$ cat src/rtl/irq_pkg.sv
`default_nettype none
// ============================================================================
// Module      : irq_pkg
// Description : Shared definitions for the interrupt controller: FSM state
//               encoding, register offsets (addr[4:3]) and the lowest-index
//               priority encoder used to pick the CAUSE on acknowledge.
// Ports       : none (package)
// Revision    : 1.0 - initial release
// ============================================================================
package irq_pkg;

  localparam int NSRC_MAX = 16;
  localparam int CAUSE_W  = 4;

  typedef enum logic [1:0] {
    ST_IDLE    = 2'd0,
    ST_REQ     = 2'd1,
    ST_SERVICE = 2'd2
  } irq_state_e;

  localparam logic [1:0] REG_PENDING = 2'd0;
  localparam logic [1:0] REG_MASK    = 2'd1;
  localparam logic [1:0] REG_CAUSE   = 2'd2;
  localparam logic [1:0] REG_EOI     = 2'd3;

  // Index of the lowest set bit; 0 when the vector is empty (callers only
  // use the result when at least one bit is set).
  function automatic logic [CAUSE_W-1:0] lowest_set(input logic [NSRC_MAX-1:0] vec);
    logic [CAUSE_W-1:0] idx;
    idx = '0;
    for (int i = NSRC_MAX - 1; i >= 0; i--) begin
      if (vec[i]) idx = CAUSE_W'(i);
    end
    return idx;
  endfunction

endpackage
`default_nettype wire

$ cat src/rtl/irq_sync_edge.sv
`default_nettype none
// ============================================================================
// Module      : irq_sync_edge
// Description : One interrupt source: 2-flop synchronizer followed by a
//               rising-edge detector with its own history flop.
// Ports       : clk        - clock
//               reset      - asynchronous active-low reset
//               src        - asynchronous source input
//               edge_pulse - one-cycle pulse on a synchronized rising edge
// Revision    : 1.0 - initial release
// ============================================================================
module irq_sync_edge (
  input  logic clk,
  input  logic reset,
  input  logic src,
  output logic edge_pulse
);

  logic sync1_q, sync1_d;
  logic sync2_q, sync2_d;
  logic prev_q,  prev_d;

  always_comb begin
    sync1_d = src;
    sync2_d = sync1_q;
    prev_d  = sync2_q;
  end

  always_ff @(posedge clk or negedge reset) begin
    if (!reset) begin
      sync1_q <= 1'b0;
      sync2_q <= 1'b0;
      prev_q  <= 1'b0;
    end else begin
      sync1_q <= sync1_d;
      sync2_q <= sync2_d;
      prev_q  <= prev_d;
    end
  end

  // History flop resets to 0, so a source already high at reset release
  // produces exactly one event.
  assign edge_pulse = sync2_q & ~prev_q;

endmodule
`default_nettype wire

$ cat src/rtl/irq_controller.sv
`default_nettype none
// ============================================================================
// Module      : irq_controller
// Description : NSRC-source interrupt controller with PENDING (W1C), MASK,
//               CAUSE and EOI registers and an IDLE/REQ/SERVICE handshake
//               FSM driving a registered ExtIRQ.
// Ports       : clk, reset (async active-low)
//               irq_src[NSRC]  - asynchronous sources, rising edge = event
//               ExtIRQ         - registered request to the processor
//               ExtIAck        - processor acknowledge (level)
//               cs, addr, writeData, writeEnable, readEnable, readData
//                              - bus slave; addr[4:3] selects the register
// Revision    : 1.0 - initial release
// ============================================================================
module irq_controller #(
  parameter int NSRC = 8,
  parameter int N    = 64
) (
  input  logic            clk,
  input  logic            reset,
  input  logic [NSRC-1:0] irq_src,
  output logic            ExtIRQ,
  input  logic            ExtIAck,
  input  logic            cs,
  input  logic [N-1:0]    addr,
  input  logic [N-1:0]    writeData,
  input  logic            writeEnable,
  input  logic            readEnable,
  output logic [N-1:0]    readData
);

  import irq_pkg::*;

  logic [NSRC-1:0]     edge_vec;
  logic [NSRC-1:0]     pending_q, pending_d;
  logic [NSRC-1:0]     mask_q,    mask_d;
  logic [CAUSE_W-1:0]  cause_q,   cause_d;
  irq_state_e          state_q,   state_d;
  logic                ext_irq_q, ext_irq_d;

  logic [NSRC-1:0]     active;
  logic [CAUSE_W-1:0]  first_idx;
  logic [1:0]          reg_sel;
  logic                bus_wr;
  logic                eoi_wr;
  logic                ack_take;
  logic                unused_bits;

  // --------------------------------------------------------------------------
  // Per-source synchronizer and edge detector
  // --------------------------------------------------------------------------
  for (genvar i = 0; i < NSRC; i++) begin : g_src
    irq_sync_edge u_sync_edge (
      .clk        (clk),
      .reset      (reset),
      .src        (irq_src[i]),
      .edge_pulse (edge_vec[i])
    );
  end

  assign reg_sel   = addr[4:3];
  assign bus_wr    = cs & writeEnable;
  assign eoi_wr    = bus_wr && (reg_sel == REG_EOI);
  assign active    = pending_q & mask_q;
  assign first_idx = lowest_set(NSRC_MAX'(active));
  // Ack only takes effect while a masked-in request is still outstanding;
  // an emptied request falls back to IDLE instead.
  assign ack_take  = (state_q == ST_REQ) && ExtIAck && (active != '0);

  assign unused_bits = ^{addr[N-1:5], addr[2:0], writeData[N-1:NSRC]};

  // --------------------------------------------------------------------------
  // FSM: state register
  // --------------------------------------------------------------------------
  always_ff @(posedge clk or negedge reset) begin
    if (!reset) begin
      state_q   <= ST_IDLE;
      ext_irq_q <= 1'b0;
    end else begin
      state_q   <= state_d;
      ext_irq_q <= ext_irq_d;
    end
  end

  // --------------------------------------------------------------------------
  // FSM: next-state logic
  // --------------------------------------------------------------------------
  always_comb begin
    state_d = state_q;
    unique case (state_q)
      ST_IDLE: begin
        if (active != '0) state_d = ST_REQ;
      end
      ST_REQ: begin
        if (active == '0)  state_d = ST_IDLE;
        else if (ExtIAck)  state_d = ST_SERVICE;
      end
      ST_SERVICE: begin
        if (eoi_wr) state_d = ST_IDLE;
      end
      default: state_d = ST_IDLE;
    endcase
  end

  // --------------------------------------------------------------------------
  // FSM: output logic. ExtIRQ is decoded from the next state and registered
  // alongside it, so it is a glitch-free Moore output that is 1 only in REQ.
  // --------------------------------------------------------------------------
  always_comb begin
    ext_irq_d = (state_d == ST_REQ);
  end

  assign ExtIRQ = ext_irq_q;

  // --------------------------------------------------------------------------
  // Register file
  // --------------------------------------------------------------------------
  always_comb begin
    pending_d = pending_q;
    mask_d    = mask_q;
    cause_d   = cause_q;

    if (bus_wr && (reg_sel == REG_PENDING)) begin
      pending_d = pending_d & ~writeData[NSRC-1:0];
    end
    if (bus_wr && (reg_sel == REG_MASK)) begin
      mask_d = writeData[NSRC-1:0];
    end
    if (ack_take) begin
      cause_d = first_idx;
      for (int i = 0; i < NSRC; i++) begin
        if (first_idx == CAUSE_W'(i)) pending_d[i] = 1'b0;
      end
    end
    // New events are applied last so a simultaneous clear never loses them.
    pending_d = pending_d | edge_vec;
  end

  always_ff @(posedge clk or negedge reset) begin
    if (!reset) begin
      pending_q <= '0;
      mask_q    <= '0;
      cause_q   <= '0;
    end else begin
      pending_q <= pending_d;
      mask_q    <= mask_d;
      cause_q   <= cause_d;
    end
  end

  // --------------------------------------------------------------------------
  // Combinational read mux
  // --------------------------------------------------------------------------
  always_comb begin
    readData = '0;
    if (cs && readEnable) begin
      unique case (reg_sel)
        REG_PENDING: readData[NSRC-1:0]    = pending_q;
        REG_MASK:    readData[NSRC-1:0]    = mask_q;
        REG_CAUSE:   readData[CAUSE_W-1:0] = cause_q;
        default:     readData              = '0;
      endcase
    end
  end

endmodule
`default_nettype wire

$ cat config.mk
export PLATFORM = sky130hd
export DESIGN_NAME = irq_controller
export DESIGN_NICKNAME = d
export VERILOG_FILES = /design/src/rtl/irq_pkg.sv /design/src/rtl/irq_sync_edge.sv /design/src/rtl/irq_controller.sv
export SDC_FILE = /design/constraint.sdc
export NUM_CORES = 1
export LEC_CHECK = 0
export BUFFER_PORTS_ARGS = -buffer_cell sky130_fd_sc_hd__buf_2
export CORE_AREA = 2 2 79 81
export DETAILED_ROUTE_END_ITERATION = 10
export DIE_AREA = 0 0 81 83
export PLACE_DENSITY = 0.85
export SLEW_MARGIN = 30
export SYNTH_ARGS = -nofsm -noshare
export SYNTH_HDL_FRONTEND = slang
export SYNTH_SLANG_ARGS = --single-unit
$ cat constraint.sdc
create_clock -name clk -period 2.4 [get_ports clk]
set_clock_uncertainty 0.15 [all_clocks]
set_input_delay 0.36 -clock clk [delete_from_list [all_inputs] [get_ports clk]]
set_output_delay 0.36 -clock clk [all_outputs]
set_load 0.005 [all_outputs]
==> results.md, run 1 <==
* Layout cells sized above 1 at 20.9%
* Final WL at 4020 µm
* Data arrival time of the critical path at 1.29 ns
* Row count at 28
* Most frequent cells in the layout: conb_1, dfrtp_1, buf_2, nand2_1, nor2_1
* Post-CTS Setup Repair Bufs at 0
* WL met3 at a little over 300 µm
* Synth Register Bits at 46
* Hold-fix buffers, CTS at 1
* H-tree levels at 2
* Post-Place Setup Slack at ~0.49 ns
* M1 WL at 1690 µm
* Finished Cell Area at 2510 µm²
* Switching Power at ~0.64 mW
* Clock root buffer: clkbuf_8
* Iter 0 DRT Violations at ~70
* Min cycle time layout at 1.80 ns
* Die ar. at 6720 µm²
* Length of the first detailed-routing pass in iterations at 4
* Vias post-DR at 1477
* Yosys top cell area share at 49.2%
* Part of the power in registers at 50.4%
* Sink Count at 46
* Commonest non-fill, non-tap cell in the layout: conb_1
* GRT Total Usage at 12.1%
* Worst Setup End Kind: output pin
* CP required at 1.89 ns
* Vias in the first global route at 1349
* Worst Path Max Fanout at 7
* Top Layer Used: met4
* Sw Share at between 30 and 40%
* First-pass GRT wire length at 6380 µm
* Top cells by area, synth: dfrtp_1, buf_4, mux2i_1
* Number of routed nets with antenna violations at 0
* Cell repeated most along the worst path: nor2_1
* Crit Path Category: flip-flop to output pin
* Area Overhead vs Synth at 7.11%
* Starting Density at 40.2%
* Pleak at 1.24 nW
* Hold slack at between 0.015 and 0.02 ns
* DP Area at 2380 µm²
* Slowest cell on crit path: dfrtp_1
* Max incr delay on CP at between 0.4 and 0.5 ns
* CTS Buffer Depth at 2
* CORE AREA at 5820 µm²
* CTS tree: done
* GPL Wtd Cong at about 0.8
* Final hold vios at 0
* Final #Nets at slightly below 400
* Fmax achieved at 555 MHz
* Period utilization at around 75%
* Resized Gates After CTS at 0
* Syn avg cell area at 10.9 µm²
* Total power at 2.07 mW
* Internal power at 1.43 mW
* Drt drc at 0
* TNS Setup at 0 ns
* Part of the power in combinational logic at 22.9%
* Initial antenna violation count at 0
* Buffers on Ports at 32
* Worst min-delay path class: input pin to flip-flop
* PnR worst setup slack at 0.598 ns
* Outcome: finished, final reports clean
* Num CTS Buffers at 5
* Layout filler cell count at 565
* Clock power share at 26.7%
* Vias per cell at between 4 and 5
* Post-synthesis sequential area ratio at between 40 and 50%
* DR WL/cell at approximately 12 µm
* Cell Pwr Density at 824 nW/µm²
* IO Pins at 207
* Synth cell types at 37
* Maxcap violations at 0
* Largest net degree at the start of global routing at 47
* Clk_lat worst skew at 0.29 ns
* Slew HR at between 60% and 70%
* GRT overflow at 0
* Max-slew violations at 0
* RSZ-0062 raised after global routing: false
* Detailed Place HPWL at between 3000 and 4000 µm
* Clk pin slew, worst setup/hold paths at 0.08 ns
* Antenna Cells at 0
* Worst-path cell chain: mux2i_1 -> nor2_1 -> a21oi_1 -> nor2_1 -> buf_2
* Worst Tran Pin Value at around 0.55 ns
* Yosys top cell by area: dfrtp_1
* Met2 Routed Length at 1960 µm
* Cells after Synth at 214
* Final Setup Violations at 0
* Synthesis Warnings at 0
* Worst vdd ir at 0.529 mV
* Startpoint Class: flip-flop
* Post-Syn Area at 2340 µm²
* Chip Height at slightly above 80 µm
* Chip Width at 81 µm
==> sequential cells by signal (all words and copies together) (netlist names) <==
| register | count |
|---|---|
| g_src.u_sync_edge.prev_d | 8 |
| g_src.u_sync_edge.prev_q | 8 |
| g_src.u_sync_edge.sync1_q | 8 |
| mask_q | 8 |
| pending_q | 8 |
| cause_q | 3 |
| state_q | 2 |
| ExtIRQ | 1 |
==> path summary, 6_finish.rpt <==
path	from	end	slack, ns	depth (start not counted)
max reg2reg	mask_q[3]$_DFFE_PN0P_	pending_q[5]$_DFF_PN0_	0.73	4
min reg2reg	g_src[1].u_sync_edge.sync1_q$_DFF_PN0_	g_src[1].u_sync_edge.prev_d$_DFF_PN0_	0.20	0
min in group asynchronous	reset	g_src[4].u_sync_edge.sync1_q$_DFF_PN0_	0.52	3
max in group asynchronous	reset	pending_q[3]$_DFF_PN0_	1.21	3
min	irq_src[5]	g_src[5].u_sync_edge.sync1_q$_DFF_PN0_	0.02	1
max	mask_q[1]$_DFFE_PN0P_	readData[1]	0.60	5
==> layer usage <==
layer,track usage [%],vias up
li1,-,707
met1,16.6,712
met5,0,-
met2,17.7,51
met3,4.46,7
met4,4.16,0
==> power groups by stage <==
stage | combinational [mW] | sequential [mW] | clock, mW
floorplan | 0.418 | 1.01 | 0
global placement | 0.458 | 1.04 | 0
detailed placement | 0.473 | 1.05 | 0
CTS | 0.475 | 1.04 | 0.573
global route | 0.536 | 1.06 | 0.601
finish | 0.473 | 1.04 | 0.552
==> critical path, delay by kind of cell (launching register included) <==
| family | cells | cell delay (ns) |
|---|---|---|
| AND/OR/NAND/NOR | 2 | 0.10 |
| AO/OA/AOI/OAI | 1 | 0.11 |
| multiplexers | 1 | 0.19 |
| buffers and inverters | 1 | 0.12 |
| flip-flops | 1 | 0.48 |
==> through the flow <==
stage	utilization, %	cells
2_1_floorplan	-	269
3_3_place_gp	40.9	319
3_5_place_dp	40.9	319
4_1_cts	42.9	328
5_1_grt	43.1	329
6_report	43.1	329
==> final cells by class <==
type / count / area [µm²] / area share (%)
timing repair buffer: 36 / 195 / 7.79
sequential: 46 / 1150 / 45.9
clock inverter: 3 / 40.0 / 1.60
multi-input combinational: 159 / 938 / 37.4
tap: 75 / 93.8 / 3.74
clock buffer: 5 / 68.8 / 2.75
inverter: 5 / 18.8 / 0.749
==> Yosys cell counts <==
cell	instances
nor3_1	2
a22oi_2	1
nand2_1	16
a21boi_2	1
or2_1	1
a22oi_1	4
and2_1	1
buf_2	2
inv_1	5
a211oi_1	2
and3b_1	1
o21ai_1	2
a21o_1	1
o31ai_1	1
a41oi_2	1
a31oi_2	1
a22o_1	7
nor2_1	13
mux2_2	2
mux2i_1	8
nor2b_1	4
nand3_1	2
nand2_2	1
o41ai_2	1
conb_1	1
o21ai_0	1
mux2_1	6
a31o_1	1
a21oi_1	12
dfrtp_1	46
nand3b_1	1
and4bb_1	1
nand4_1	3
a32o_2	2
nand4b_4	1
a32oi_1	2
buf_4	57
==> kinds of logic after synthesis <==
group | count (synthesis) | share of synthesized area, %
flip-flops | 46 | 49.2
AND/OR/NAND/NOR | 47 | 10.4
AO/OA/AOI/OAI | 40 | 13.4
multiplexers | 16 | 7.27
other | 1 | 0.160
buffers and inverters | 64 | 19.5
Power figures use the tool's default switching activity.
==> inputs of run 2 (changes only) <==
CORE_AREA = unset   (was 2 2 79 81)
CORE_UTILIZATION = 38   (was unset)
DIE_AREA = unset   (was 0 0 81 83)
PLACE_DENSITY = 0.81   (was 0.85)
clock period = 1.8 ns   (was 2.4 ns; I/O delays follow)
==> run 2 against run 1 <==
Compared with the run above:
- largest cell class unchanged
- via count grew 6.6%
- combinational power grew 47%
- count of clock-buffer cells in the layout is the same
- flip-flop and latch count is the same
- wire length grew 7.3%
- setup slack lost 0.49 ns
==> results.md, run 2 (same netlist as run 1, synthesis figures left out) <==
* RSZ-0062 raised after global routing: false
* WL met3 at roughly 340 µm
* Met2 Routed Length at approximately 2100 µm
* Commonest non-fill, non-tap cell in the layout: conb_1
* Vias in the first global route at between 1000 and 1500
* Final WL at 4310 µm
* H-tree levels at 2
* Top Layer Used: met4
* M1 WL at 1800 µm
* Cell Pwr Density at 1080 nW/µm²
* CTS Buffer Depth at 2
* Buffers on Ports at 32
* TNS Setup at 0 ns
* GPL Wtd Cong at ~0.88
* DR WL/cell at 12.6 µm
* Worst vdd ir at 0.471 mV
* GRT overflow at 0
* Initial antenna violation count at 0
* Worst Path Max Fanout at 5
* Area Overhead vs Synth at 12.7%
* Layout filler cell count at 558
* Maxcap violations at 0
* Startpoint Class: flip-flop
* Clk_lat worst skew at 0.30 ns
* Length of the first detailed-routing pass in iterations at 4
* Final hold vios at 0
* Data arrival time of the critical path at 1.74 ns
* CORE AREA at 5920 µm²
* Row count at 28
* PnR worst setup slack at around 0.10 ns
* Drt drc at 0
* Period utilization at roughly 94%
* Final Setup Violations at 0
* IO Pins at a little over 200
* Largest net degree at the start of global routing at 47
* Clock root buffer: clkbuf_8
* First-pass GRT wire length at 6730 µm
* Sink Count at 46
* Chip Width at approximately 80 µm
* Most frequent cells in the layout: conb_1, dfrtp_1, buf_2, nand2_1, nor2_1
* Chip Height at 80.5 µm
* Vias post-DR at 1575
* Footprint of the multi-input gates at 942 µm²
* Min cycle time layout at around 1.7 ns
* Die ar. at 6470 µm²
* Clk pin slew, worst setup/hold paths at 0.08 ns
* Final #Nets at just over 400
* Number of routed nets with antenna violations at 0
* Layout cells sized above 1 at 24.4%
* Worst min-delay path class: input pin to flip-flop
* Detailed Place HPWL at 3110 µm
* Starting Density at 39.5%
* Vias per cell at 4.62
* CP required at around 1.8 ns
* Crit Path Category: flip-flop to flip-flop
* Num CTS Buffers at 5
* Post-Place Setup Slack at 0.148 ns
* Outcome: finished, final reports clean
* Worst Setup End Kind: flip-flop
* Max-slew violations at 0
* Fmax achieved at ~590 MHz
* GRT Total Usage at about 14%
* Iter 0 DRT Violations at 98
* Pleak at approximately 1.3 nW
* Antenna Cells at 0
* CTS tree: done
* FF/Latch Area at between 1000 and 1500 µm²
## run 2: cell count changes in the layout (fill, tap and decap cells not counted), sizes merged
| cell | change |
|---|---|
| buf | +5 |
| dlygate4sd3 | +7 |
## run 2: through the flow
| step | power (mW) | utilization (%) | cell area [µm²] | hold slack [ns] | instances |
|---|---|---|---|---|---|
| final | 2.84 | 44.5 | 2640 | 0.0294 | 341 |
| after global routing | 2.99 | 44.5 | 2640 | 0.0316 | 341 |
| after CTS | 2.82 | 44.0 | 2600 | 0.0177 | 338 |
| after detailed placement | 2.05 | 40.6 | 2400 | 0.119 | 321 |
| after global placement | 2.01 | 40.6 | 2400 | 0.113 | 321 |
| after floorplan | 1.91 | - | 2550 | -0.176 | 269 |
## run 2: layer usage
metal / global-route usage (%) / vias up
li1: - / 732
met1: 17.0 / 770
met2: 22.7 / 67
met3: 4.77 / 6
met4: 5.54 / 0
met5: 0 / -
## run 2: timing repair
| action | CTS | global route |
|---|---|---|
| setup buffers | 0 | 3 |
| resized for setup | 0 | 7 |
| hold buffers | 9 | 0 |
| setup endpoints to repair | 0 | 3 |
| hold endpoints to repair | 54 | 0 |
## run 2: final timing paths
path / startpoint / endpoint / slack (ns) / cells past startpoint
min in group asynchronous: reset / g_src[6].u_sync_edge.sync1_q$_DFF_PN0_ / 0.34 / 3
setup / recovery: mask_q[0]$_DFFE_PN0P_ / pending_q[5]$_DFF_PN0_ / 0.10 / 5
setup reg to reg: mask_q[0]$_DFFE_PN0P_ / pending_q[5]$_DFF_PN0_ / 0.10 / 5
max in group asynchronous: reset / mask_q[1]$_DFFE_PN0P_ / 0.93 / 3
hold reg to reg: g_src[1].u_sync_edge.sync1_q$_DFF_PN0_ / g_src[1].u_sync_edge.prev_d$_DFF_PN0_ / 0.20 / 0
hold / removal: ExtIAck / state_q[0]$_DFF_PN0_ / 0.03 / 2
## run 2: cell type report
type	count	area share, %
sequential	46	43.9
tap	75	3.56
inverter	5	0.712
multi-input combinational	159	35.7
timing repair buffer	48	12.0
clock buffer	5	2.61
clock inverter	3	1.52
## run 2: critical path: stages, from the launching register on
cell,delay (ns)
dfrtp_2,0.44
buf_4,0.15
a22oi_2,0.23
nand4_1,0.21
a22o_1,0.25
a21o_1,0.15
## run 2: where the power goes
| part | total [mW] | leakage (nW) | internal, mW | switching (mW) |
|---|---|---|---|---|
| combinational | 0.695 | 0.720 | 0.328 | 0.367 |
| sequential | 1.39 | 0.519 | 1.21 | 0.180 |
| clock | 0.749 | 0.0579 | 0.409 | 0.340 |
==> inputs of run 3 (changes only) <==
CORE_MARGIN = 4   (was unset)
CORE_UTILIZATION = 41   (was 38)
PLACE_DENSITY = 0.86   (was 0.81)
clock period = 2 ns   (was 1.8 ns; I/O delays follow)
==> run 3 against run 2 <==
Compared with the run above:
- cell count down 1.8%
- count of clock-buffer cells in the layout did not move
- setup slack gained 0.12 ns
- core utilization increased by 3.0 points
- via count fell by 4.1%
- flip-flop and latch count stayed put
- wire length down 3.3%
- critical endpoint is now readData[2]
- combinational power fell by 14%
- largest power group unchanged
==> results.md, run 3 (same netlist as run 1, synthesis figures left out) <==
* RSZ-0062 raised after global routing: false
* Area Overhead vs Synth at 11.8%
* Layout cells sized above 1 at 20.9%
* Row count at 27
* CTS tree: done
* Clk_lat worst skew at approximately 0.30 ns
* Min cycle time layout at 1.77 ns
* Commonest non-fill, non-tap cell in the layout: conb_1
* Starting Density at 42.5%
* Largest net degree at the start of global routing at 21
* First-pass GRT wire length at a little under 7000 µm
* Die ar. at between 6000 and 7000 µm²
* Layout filler cell count at 510
* GPL Wtd Cong at 0.918
* Worst Setup End Kind: output pin
* CP required at 1.55 ns
* Cell Pwr Density at 1010 nW/µm²
* Hold-fix buffers, CTS at 9
* Number of routed nets with antenna violations at 0
* DR WL/cell at 12.5 µm
* Chip Height at 83.5 µm
* Worst r2r src: pending_q[2]$_DFF_PN0_
* Worst Setup SP: mask_q[2]$_DFFE_PN0P_
* Final hold vios at 0
* Num CTS Buffers at 5
* Antenna Cells at 0
* GRT overflow at 0
* CORE AREA at approximately 5500 µm²
* DP Area at 2390 µm²
* Drt drc at 0
* GRT Total Usage at 12.1%
* Final #Nets at 404
* IO Pins at 207
* CTS Buffer Depth at 2
* Max-slew violations at 0
* Worst min-delay path class: input pin to flip-flop
* Crit Path Category: flip-flop to output pin
* Worst vdd ir at roughly 0.48 mV
* H-tree levels at 2
* Vias in the first global route at 1538
* Length of the first detailed-routing pass in iterations at 4
* Fmax achieved at 564 MHz
* Final WL at 4170 µm
* Final Setup Violations at 0
* Iter 0 DRT Violations at 82
* Outcome: finished, final reports clean
* Resized Gates After CTS at 0
* Most frequent cells in the layout: conb_1, dfrtp_1, buf_2, nand2_1, nor2_1
* Finished Cell Area at about 2600 µm²
* Clk pin slew, worst setup/hold paths at around 0.080 ns
* Data arrival time of the critical path at between 1 and 1.5 ns
* TNS Setup at 0 ns
* Detailed Place HPWL at 3220 µm
* Initial antenna violation count at 0
* Clock root buffer: clkbuf_8
* Vias per cell at 4.51
* Hold_sp: ExtIAck
* Sink Count at 46
* Pleak at 1.29 nW
* Period utilization at between 80% and 90%
* Chip Width at between 80 and 90 µm
* Maxcap violations at 0
* Vias post-DR at 1510
* Post-CTS Setup Repair Bufs at 0
* Startpoint Class: flip-flop
* Worst Path Max Fanout at 6
* Buffers on Ports at 32
## run 3: changes by cell type in the layout (fill, tap and decap cells not counted), sizes merged
cell,previous run,this run
clkinv,2,1
bufinv,1,2
buf,39,36
## run 3: per-stage QoR
stage                     utilization, %  hold slack (ns)  total power, mW  cells  worst slack, ns
final                               47.5           0.0639             2.64    335            0.226
after global routing                47.5           0.0698             2.82    335           0.0897
after CTS                           47.5           0.0610             2.67    335            0.200
after detailed placement            43.4            0.115             1.84    318            0.245
after global placement              43.4            0.108             1.80    318            0.292
after floorplan                        -           -0.146             1.72    269            0.572
## run 3: layout make-up
class                   instances  area, µm²  area share [%]
flip-flops and latches         46       1150            44.0
multi-input cells             159        938            35.9
repair buffers                 45        280            10.7
well taps                      72       90.1            3.44
clock buffers                   5       68.8            2.63
clock inverters                 3       68.8            2.63
inverters                       5       18.8           0.717
## run 3: critical path, stage by stage (launching register included)
cell,delay (ns)
dfrtp_1,0.46
mux2i_1,0.20
nor2_1,0.06
a21oi_1,0.14
nor2_1,0.05
buf_2,0.12
## run 3: path summary, 6_finish.rpt
check,end,slack (ns),cells after the start
max in group asynchronous,mask_q[3]$_DFFE_PN0P_,0.81,3
setup reg to reg,pending_q[5]$_DFF_PN0_,0.33,4
hold reg to reg,g_src[1].u_sync_edge.prev_d$_DFF_PN0_,0.20,0
min in group asynchronous,g_src[4].u_sync_edge.sync1_q$_DFF_PN0_,0.32,2
setup / recovery,readData[2],0.23,5
hold / removal,state_q[0]$_DFF_PN0_,0.06,2
## run 3: routing by layer
metal / wire length (µm) / track usage (%) / vias to the layer above
li1: - / - / 726
met1: 1670 / 14.7 / 711
met2: 2030 / 20.2 / 64
met3: 398 / 4.24 / 9
met4: 76 / 3.95 / 0
met5: 0 / 0 / -
## run 3: power breakdown
part | leakage, nW | internal [mW] | switching, mW
logic | 0.700 | 0.275 | 0.320
clock network | 0.0683 | 0.500 | 0.303
registers | 0.524 | 1.08 | 0.159
total | 1.29 | 1.86 | 0.781
